[src/rtl/stepper_sequencer.sv]
// stepper_sequencer
// Full-step driver for the four claw stepper coils on the JB pmod pins.
// It accepts one move command (direction plus step count) over a
// valid/ready handshake and paces the steps with a fixed clock divider.
// A move ends early on the end-stop in the direction of travel, or on abort.
//
// Ports
//   clock       system clock; all logic runs on its rising edge
//   reset       asynchronous, active-low reset
//   cmd_valid   a move command is present
//   cmd_ready   a command can be accepted (high only while idle)
//   cmd_dir     1 = forward (+), 0 = reverse (-)
//   cmd_steps   number of steps to move
//   abort       terminate the current move
//   limit_lo    reverse end-stop (already synchronised)
//   limit_hi    forward end-stop (already synchronised)
//   hold_en     keep the coils energised while idle
//   coils       {JB1,JB2,JB3,JB4} drive pattern
//   busy        a move is in progress
//   done        one-cycle pulse at the end of every accepted move
//   stalled     the last move ended on an end-stop
//   steps_left  steps remaining in the current or last move
//   position    signed absolute step count (wraps)
module stepper_sequencer #(
  parameter int CLK_DIV = 100000,
  parameter int CNT_W   = 16
) (
  input  logic             clock,
  input  logic             reset,
  input  logic             cmd_valid,
  output logic             cmd_ready,
  input  logic             cmd_dir,
  input  logic [CNT_W-1:0] cmd_steps,
  input  logic             abort,
  input  logic             limit_lo,
  input  logic             limit_hi,
  input  logic             hold_en,
  output logic [3:0]       coils,
  output logic             busy,
  output logic             done,
  output logic             stalled,
  output logic [CNT_W-1:0] steps_left,
  output logic [31:0]      position
);

  localparam int DIV_W = $clog2(CLK_DIV);
  localparam logic [DIV_W-1:0] DIV_LAST = DIV_W'(CLK_DIV - 1);

  typedef enum logic {
    IDLE = 1'b0,
    RUN  = 1'b1
  } state_t;

  state_t           state;
  logic [1:0]       phase;
  logic [DIV_W-1:0] div;
  logic             dir;

  logic tick;
  logic limit_hit;
  logic [3:0] phase_pattern;

  assign tick      = (div == DIV_LAST);
  // Only the end-stop in the direction of travel can stop a move.
  assign limit_hit = dir ? limit_hi : limit_lo;
  assign cmd_ready = (state == IDLE);

  always_comb begin
    phase_pattern = 4'b1100;
    case (phase)
      2'd0: phase_pattern = 4'b1100;
      2'd1: phase_pattern = 4'b0110;
      2'd2: phase_pattern = 4'b0011;
      2'd3: phase_pattern = 4'b1001;
      default: phase_pattern = 4'b1100;
    endcase
  end

  // Idle coils follow hold_en directly, so the reset value of phase already
  // gives the right pattern while reset is held.
  assign coils = ((state == RUN) || hold_en) ? phase_pattern : 4'b0000;

  always_ff @(posedge clock or negedge reset) begin
    if (!reset) begin
      state      <= IDLE;
      phase      <= 2'd0;
      div        <= '0;
      dir        <= 1'b0;
      busy       <= 1'b0;
      done       <= 1'b0;
      stalled    <= 1'b0;
      steps_left <= '0;
      position   <= 32'd0;
    end else begin
      done <= 1'b0;
      case (state)
        IDLE: begin
          if (cmd_valid) begin
            stalled    <= 1'b0;
            steps_left <= cmd_steps;
            if (cmd_steps == '0) begin
              // Empty move: acknowledge it without ever going busy.
              done <= 1'b1;
            end else begin
              dir   <= cmd_dir;
              div   <= '0;
              busy  <= 1'b1;
              state <= RUN;
            end
          end
        end

        RUN: begin
          if (abort) begin
            // Abort beats a coincident tick: the pending step is dropped.
            div   <= '0;
            busy  <= 1'b0;
            done  <= 1'b1;
            state <= IDLE;
          end else if (tick) begin
            div <= '0;
            if (limit_hit) begin
              stalled <= 1'b1;
              busy    <= 1'b0;
              done    <= 1'b1;
              state   <= IDLE;
            end else begin
              phase      <= dir ? phase + 2'd1 : phase - 2'd1;
              position   <= dir ? position + 32'd1 : position - 32'd1;
              steps_left <= steps_left - CNT_W'(1);
              if (steps_left == CNT_W'(1)) begin
                busy  <= 1'b0;
                done  <= 1'b1;
                state <= IDLE;
              end
            end
          end else begin
            div <= div + DIV_W'(1);
          end
        end

        default: state <= IDLE;
      endcase
    end
  end

endmodule

[config.mk]
export PLATFORM = sky130hd
export DESIGN_NAME = stepper_sequencer
export DESIGN_NICKNAME = d
export VERILOG_FILES = /design/src/rtl/stepper_sequencer.sv
export SDC_FILE = /design/constraint.sdc
export NUM_CORES = 1
export LEC_CHECK = 0
export BUFFER_PORTS_ARGS = -buffer_cell sky130_fd_sc_hd__buf_2
export CAP_MARGIN = 20
export CORE_ASPECT_RATIO = 1.2
export CORE_UTILIZATION = 40
export CTS_CLUSTER_SIZE = 25
export DETAILED_ROUTE_END_ITERATION = 10
export GPL_ROUTABILITY_DRIVEN = 0
export SKIP_CTS_REPAIR_TIMING = 1
export SLEW_MARGIN = 20
export SYNTH_ARGS = -nofsm -noshare
export SYNTH_HDL_FRONTEND = slang
export SYNTH_SLANG_ARGS = --single-unit
export TNS_END_PERCENT = 5
[constraint.sdc]
create_clock -name clock -period 8.1 [get_ports clock]
set_input_delay 0.81 -clock clock [delete_from_list [all_inputs] [get_ports clock]]
set_output_delay 0.81 -clock clock [all_outputs]
set_load 0.01 [all_outputs]
### After elaboration in Yosys (flattened, before gate mapping)

Cells that the tools add are included.

* input bits: 24
* output and inout port bits: 56
* register bits: 72
* word-level logic and storage cells: 82

* mux-type cells: 41
* reduce and logical (&&, ||, !) cells: 9
* bitwise operators: 4
* equality and inequality tests: 13
* add/sub/neg operators: 6

Operators by type and width (count)
* two-way mux 17 bit: 4
* two-way mux 16 bit: 4
* case mux 17 bit (2 select lines): 1
* adder 32 x 1 -> 32 bit, second input constant: 1
* two-way mux 32 bit: 1
* case mux 16 bit (2 select lines): 1
* subtractor 32 x 1 -> 32 bit, second input constant: 1
* two-way mux 1 bit: 23
* adder 17 x 1 -> 17 bit, second input constant: 1
* == test 17 bit, second input constant: 1
* == test 16 x 1 -> 1 bit, second input constant: 1
* logical NOT 16 bit: 1
* case mux 4 bit (4 select lines): 1
* AND reduction 4 bit: 4
* subtractor 16 x 1 -> 16 bit, second input constant: 1
* != test 2 bit, second input constant: 4
* case mux 1 bit (2 select lines): 4
* == test 2 bit, second input constant: 2
* two-way mux 4 bit: 1
* != test 2 x 1 -> 1 bit, second input constant: 2
* != test 4 x 2 -> 1 bit, second input constant: 1
* NOT 1 bit: 4
* != test 3 x 2 -> 1 bit, second input constant: 1
* AND reduction 3 bit: 1
* other kinds (7): 7

### Logic depth before layout (Yosys ltp)

* depth in word-level cells: 6
* gate-level depth with buffers: 12
* depth with buffers taken out: 10

### Least setup slack after synthesis

No wires, ideal clock.

* kind: register to register
* start point: reg dir
* end point: reg position[26]
* data arrival time: 3.121 ns
* setup slack: 4.850 ns
* setup time: 0.129 ns
* required time: 7.971 ns
* clock period less this slack: 3.250 ns
* buffers on the path: 2
* cell stages (with the launch flop): 13
* cells stage by stage: dfrtp_1 -> clkbuf_1 -> inv_1 -> ha_1 -> clkbuf_1 -> a21oi_1 -> o21ai_0 -> a21oi_1 -> a41oi_1 -> a31o_2 -> a311oi_1 -> xor2_1 -> o21ai_1

* cells in the longest elaborated chain, start to end: 3
* elaborated cells between the ends (all ways): 4
* classes of those cells: mux (2); bitwise (1); reduce/logical (1)

Ends and longest elaborated chain
* start: declaration: RTL line 57 `logic dir;`
* start signal: assignment: RTL line 105 `dir <= cmd_dir;`
* two-way mux 1 bit: RTL line 65 `assign limit_hit = dir ? limit_hi : limit_lo;`
* NOT 1 bit (no source line)
* AND reduction 4 bit (no source line)
* end signal: assignment: RTL line 129 `position <= dir ? position + 32'd1 : position - 32'd1;`
* end: declaration: RTL line 43 `output logic [31:0] position`

Several ways; a longest one is shown, not always the timed one.
A chain may end at the register's enable or synchronous reset.

### Worst setup path after layout

Same ends and word-level chain as after synthesis.

==> flow_metrics.env <==
export IMPL_run_status="finished, final reports clean"
export IMPL_synth_warnings=0
export IMPL_crit_arrival_ps=3960
export IMPL_io_pins=80
export IMPL_cap_violations=0
export IMPL_synthArstFlopShare_pct=100
export IMPL_rows=44
export IMPL_cts_sinks=72
export IMPL_wl_met2_mm=5.95
export IMPL_rrSetupSlack_ps=4340
export IMPL_wirelength_mm=12.5
export IMPL_fin_nets=731
export IMPL_die_x_um=105
export IMPL_top_layer="met4"
export IMPL_synth_distinct_cells=59
export IMPL_num_antenna_cells=0
export IMPL_rsz0062_at_grt="false"
export IMPL_syn_cell_area_sq_um=5060
export IMPL_drive_gt1_share_pct=16.0
export IMPL_synthAdderAreaFrac_pct=9.55
export IMPL_synth_flop_cell="dfrtp_1"
export IMPL_clockBufferDepth=2
export IMPL_startpoint_type="register"
export IMPL_setup_tns_ps=0
export IMPL_required_ps=8300
export IMPL_path_clk_slew_ps=60
export IMPL_setup_ws_ps=4340
export IMPL_grt_first_pass_wirelength_mm=21.3
export IMPL_core_area_sq_um=12200
export IMPL_p_leak_nw=2.91
export IMPL_synth_nets=659
export IMPL_power_mw=1.21
export IMPL_path_max_fanout=17
export IMPL_power_frac_comb_pct=29.4
export IMPL_seqPwrFrac_pct=36.5
export IMPL_slew_violations=0
export IMPL_start_util_pct=41.4
export IMPL_grt_ovfl_total=0
export IMPL_syn_area_per_cell_sq_um=8.47
export IMPL_period_share_pct=46.4
export IMPL_synth_seq_area_share_pct=35.6
export IMPL_grt_pass1_vias=4525
export IMPL_drtIter0Drc=195
export IMPL_critical_path_class="reg -> reg"
export IMPL_setup_violations=0
export IMPL_hold_violations=0
export IMPL_worstMarginPinSlew_ps=926
export IMPL_portBuffers=79
export IMPL_grt_usage_pct=20.0
export IMPL_pre_cts_ws_ps=4280
export IMPL_fin_crit_ps=3760
export IMPL_power_density_nw_per_um2=205
export IMPL_cts_buffers=9
export IMPL_via_count=4656
export IMPL_dr_wl_met3_um=720
export IMPL_ant_nets=0
export IMPL_via_per_inst=5.58
export IMPL_synth_top_family_by_area="compound AO/OA/AOI/OAI gates"
export IMPL_grt_max_degree=73
export IMPL_dpl_cell_count=818
export IMPL_hp_class="reg -> reg"
export IMPL_final_cell_area_sq_um=5910
export IMPL_p_sw_share_pct=34.2
export IMPL_drcViolationCount=0
export IMPL_antenna_found_initial=0
export IMPL_fin_worst_skew_ps=4.13
export IMPL_h_tree_depth=3
export IMPL_vdd_drop_max_v=0.000130
export IMPL_clockPowerShare_pct=34.2
export IMPL_drt_met1_wl_mm=5.55
export IMPL_synth_edf_count=0
export IMPL_area_growth_pct=16.9
export IMPL_dp_hpwl_mm=9.15
export IMPL_die_h_um=125
export IMPL_placed_area_sq_um=5590
export IMPL_fmax_ghz=0.266
export IMPL_ys_ff_latch=72
export IMPL_cts_root_buf="clkbuf_16"
export IMPL_internal_power_mw=0.796
export IMPL_die_area_sq_um=13100
export IMPL_wire_per_inst_um=15.0
export IMPL_yosys_area_share_xor_xnor_pct=7.10
export IMPL_synthSimpleGateAreaFrac_pct=20.7
export IMPL_cts_tree="yes"
export IMPL_slew_headroom_pct=38.3
export IMPL_synthMuxAreaShare_pct=0.421
export IMPL_synth_compound_area_share_pct=23.9
export IMPL_p_switching_mw=0.414
export IMPL_dr_pass1_iters=4
export IMPL_crit_path_end_kind="register"
export IMPL_clk_insertion_delay_late_ps=330
export IMPL_syn_inst=597
export IMPL_final_cells=834
registers in the layout, indices dropped and copies added, names as in the netlist:
register	cells
done	1
steps_left	16
dir	1
position	32
phase	2
state	1
busy	1
stalled	1
div	17
power groups by stage:
stage	sequential (mW)	combinational, mW	clock [mW]
3_5_place_dp	0.445	0.350	0
4_1_cts	0.440	0.353	0.425
6_report	0.441	0.355	0.414
5_1_grt	0.447	0.399	0.437
3_3_place_gp	0.445	0.348	0
2_1_floorplan	0.450	0.239	0
Yosys cell counts (all sizes together), types with 3 or more instances:
cell	n	share of area (%)
nand2	79	5.9
dfrtp	72	36
o21ai	66	6.5
nor2	54	4.0
a21oi	44	4.4
ha	37	9.2
a21o	21	3.1
xnor2	21	3.6
xor2	20	3.5
clkbuf	19	1.4
inv	15	1.1
and3	12	1.5
a211oi	11	1.6
nand3	11	1.2
nor4	11	1.8
nor3	10	0.99
nand4	9	1.2
a31oi	7	0.87
nand2b	7	0.87
or3	7	0.87
o211ai	6	0.89
a311oi	4	0.69
and4	4	0.69
o21bai	4	0.59
o22ai	4	0.49
a221o	3	0.59
a31o	3	0.52
a41oi	3	0.52
o21a	3	0.45
final timing paths:
check,depth (start not counted),to,startpoint
setup / recovery,11,position[26],dir
hold / removal,2,busy,busy
setup reg to reg,11,position[26],dir
hold reg to reg,2,busy,busy
max in group asynchronous,1,div[7],reset
min in group asynchronous,1,position[6],reset
worst max-delay path: stages, from the launching register on:
cell      delay (ps)
dfrtp_1          520
clkinv_1         520
buf_8            350
ha_1             380
a21oi_1          300
o21ai_0          150
a21oi_1          220
a41oi_1          270
a31o_2           330
a311oi_1         330
xor2_1           180
o21ai_1           70
layout by cell type, fill, tap and decap left out, types with 20 or more instances in the layout:
cell	netlist	layout
buf_2	0	78
nor2_1	54	54
nand2_1	79	79
a21oi_1	44	44
o21ai_0	64	64
xnor2_1	21	21
a21o_1	21	21
xor2_1	20	20
dfrtp_1	72	72
ha_1	37	37
layer usage:
metal  vias up  GRT usage, %
li1       2339             -
met1      2179          24.9
met2       118          33.3
met3        20          4.43
met4         0          8.53
met5         -             0
through the flow:
stage	util [%]	hold slack (ps)
final	48.4	498
after floorplan	-	479
after CTS	48.2	503
after global routing	48.4	538
after global placement	45.7	490
after detailed placement	45.7	488
area by class of cell:
| class | instances | area, sq um |
|---|---|---|
| fill | 1218 | 6310 |
| multi-input combinational | 490 | 3120 |
| sequential | 72 | 1800 |
| timing repair buffer | 81 | 420 |
| clock buffer | 13 | 270 |
| tap | 161 | 201 |
| inverter | 15 | 56.3 |
| clock inverter | 2 | 37.5 |
cells by family after synthesis:
group,Yosys count
compound gates,194
flops,72
mux,2
xor+xnor,41
simple gates,215
fa+ha+maj,38
buf+inv,35
Note: power is estimated with default switching activity, not from simulation.
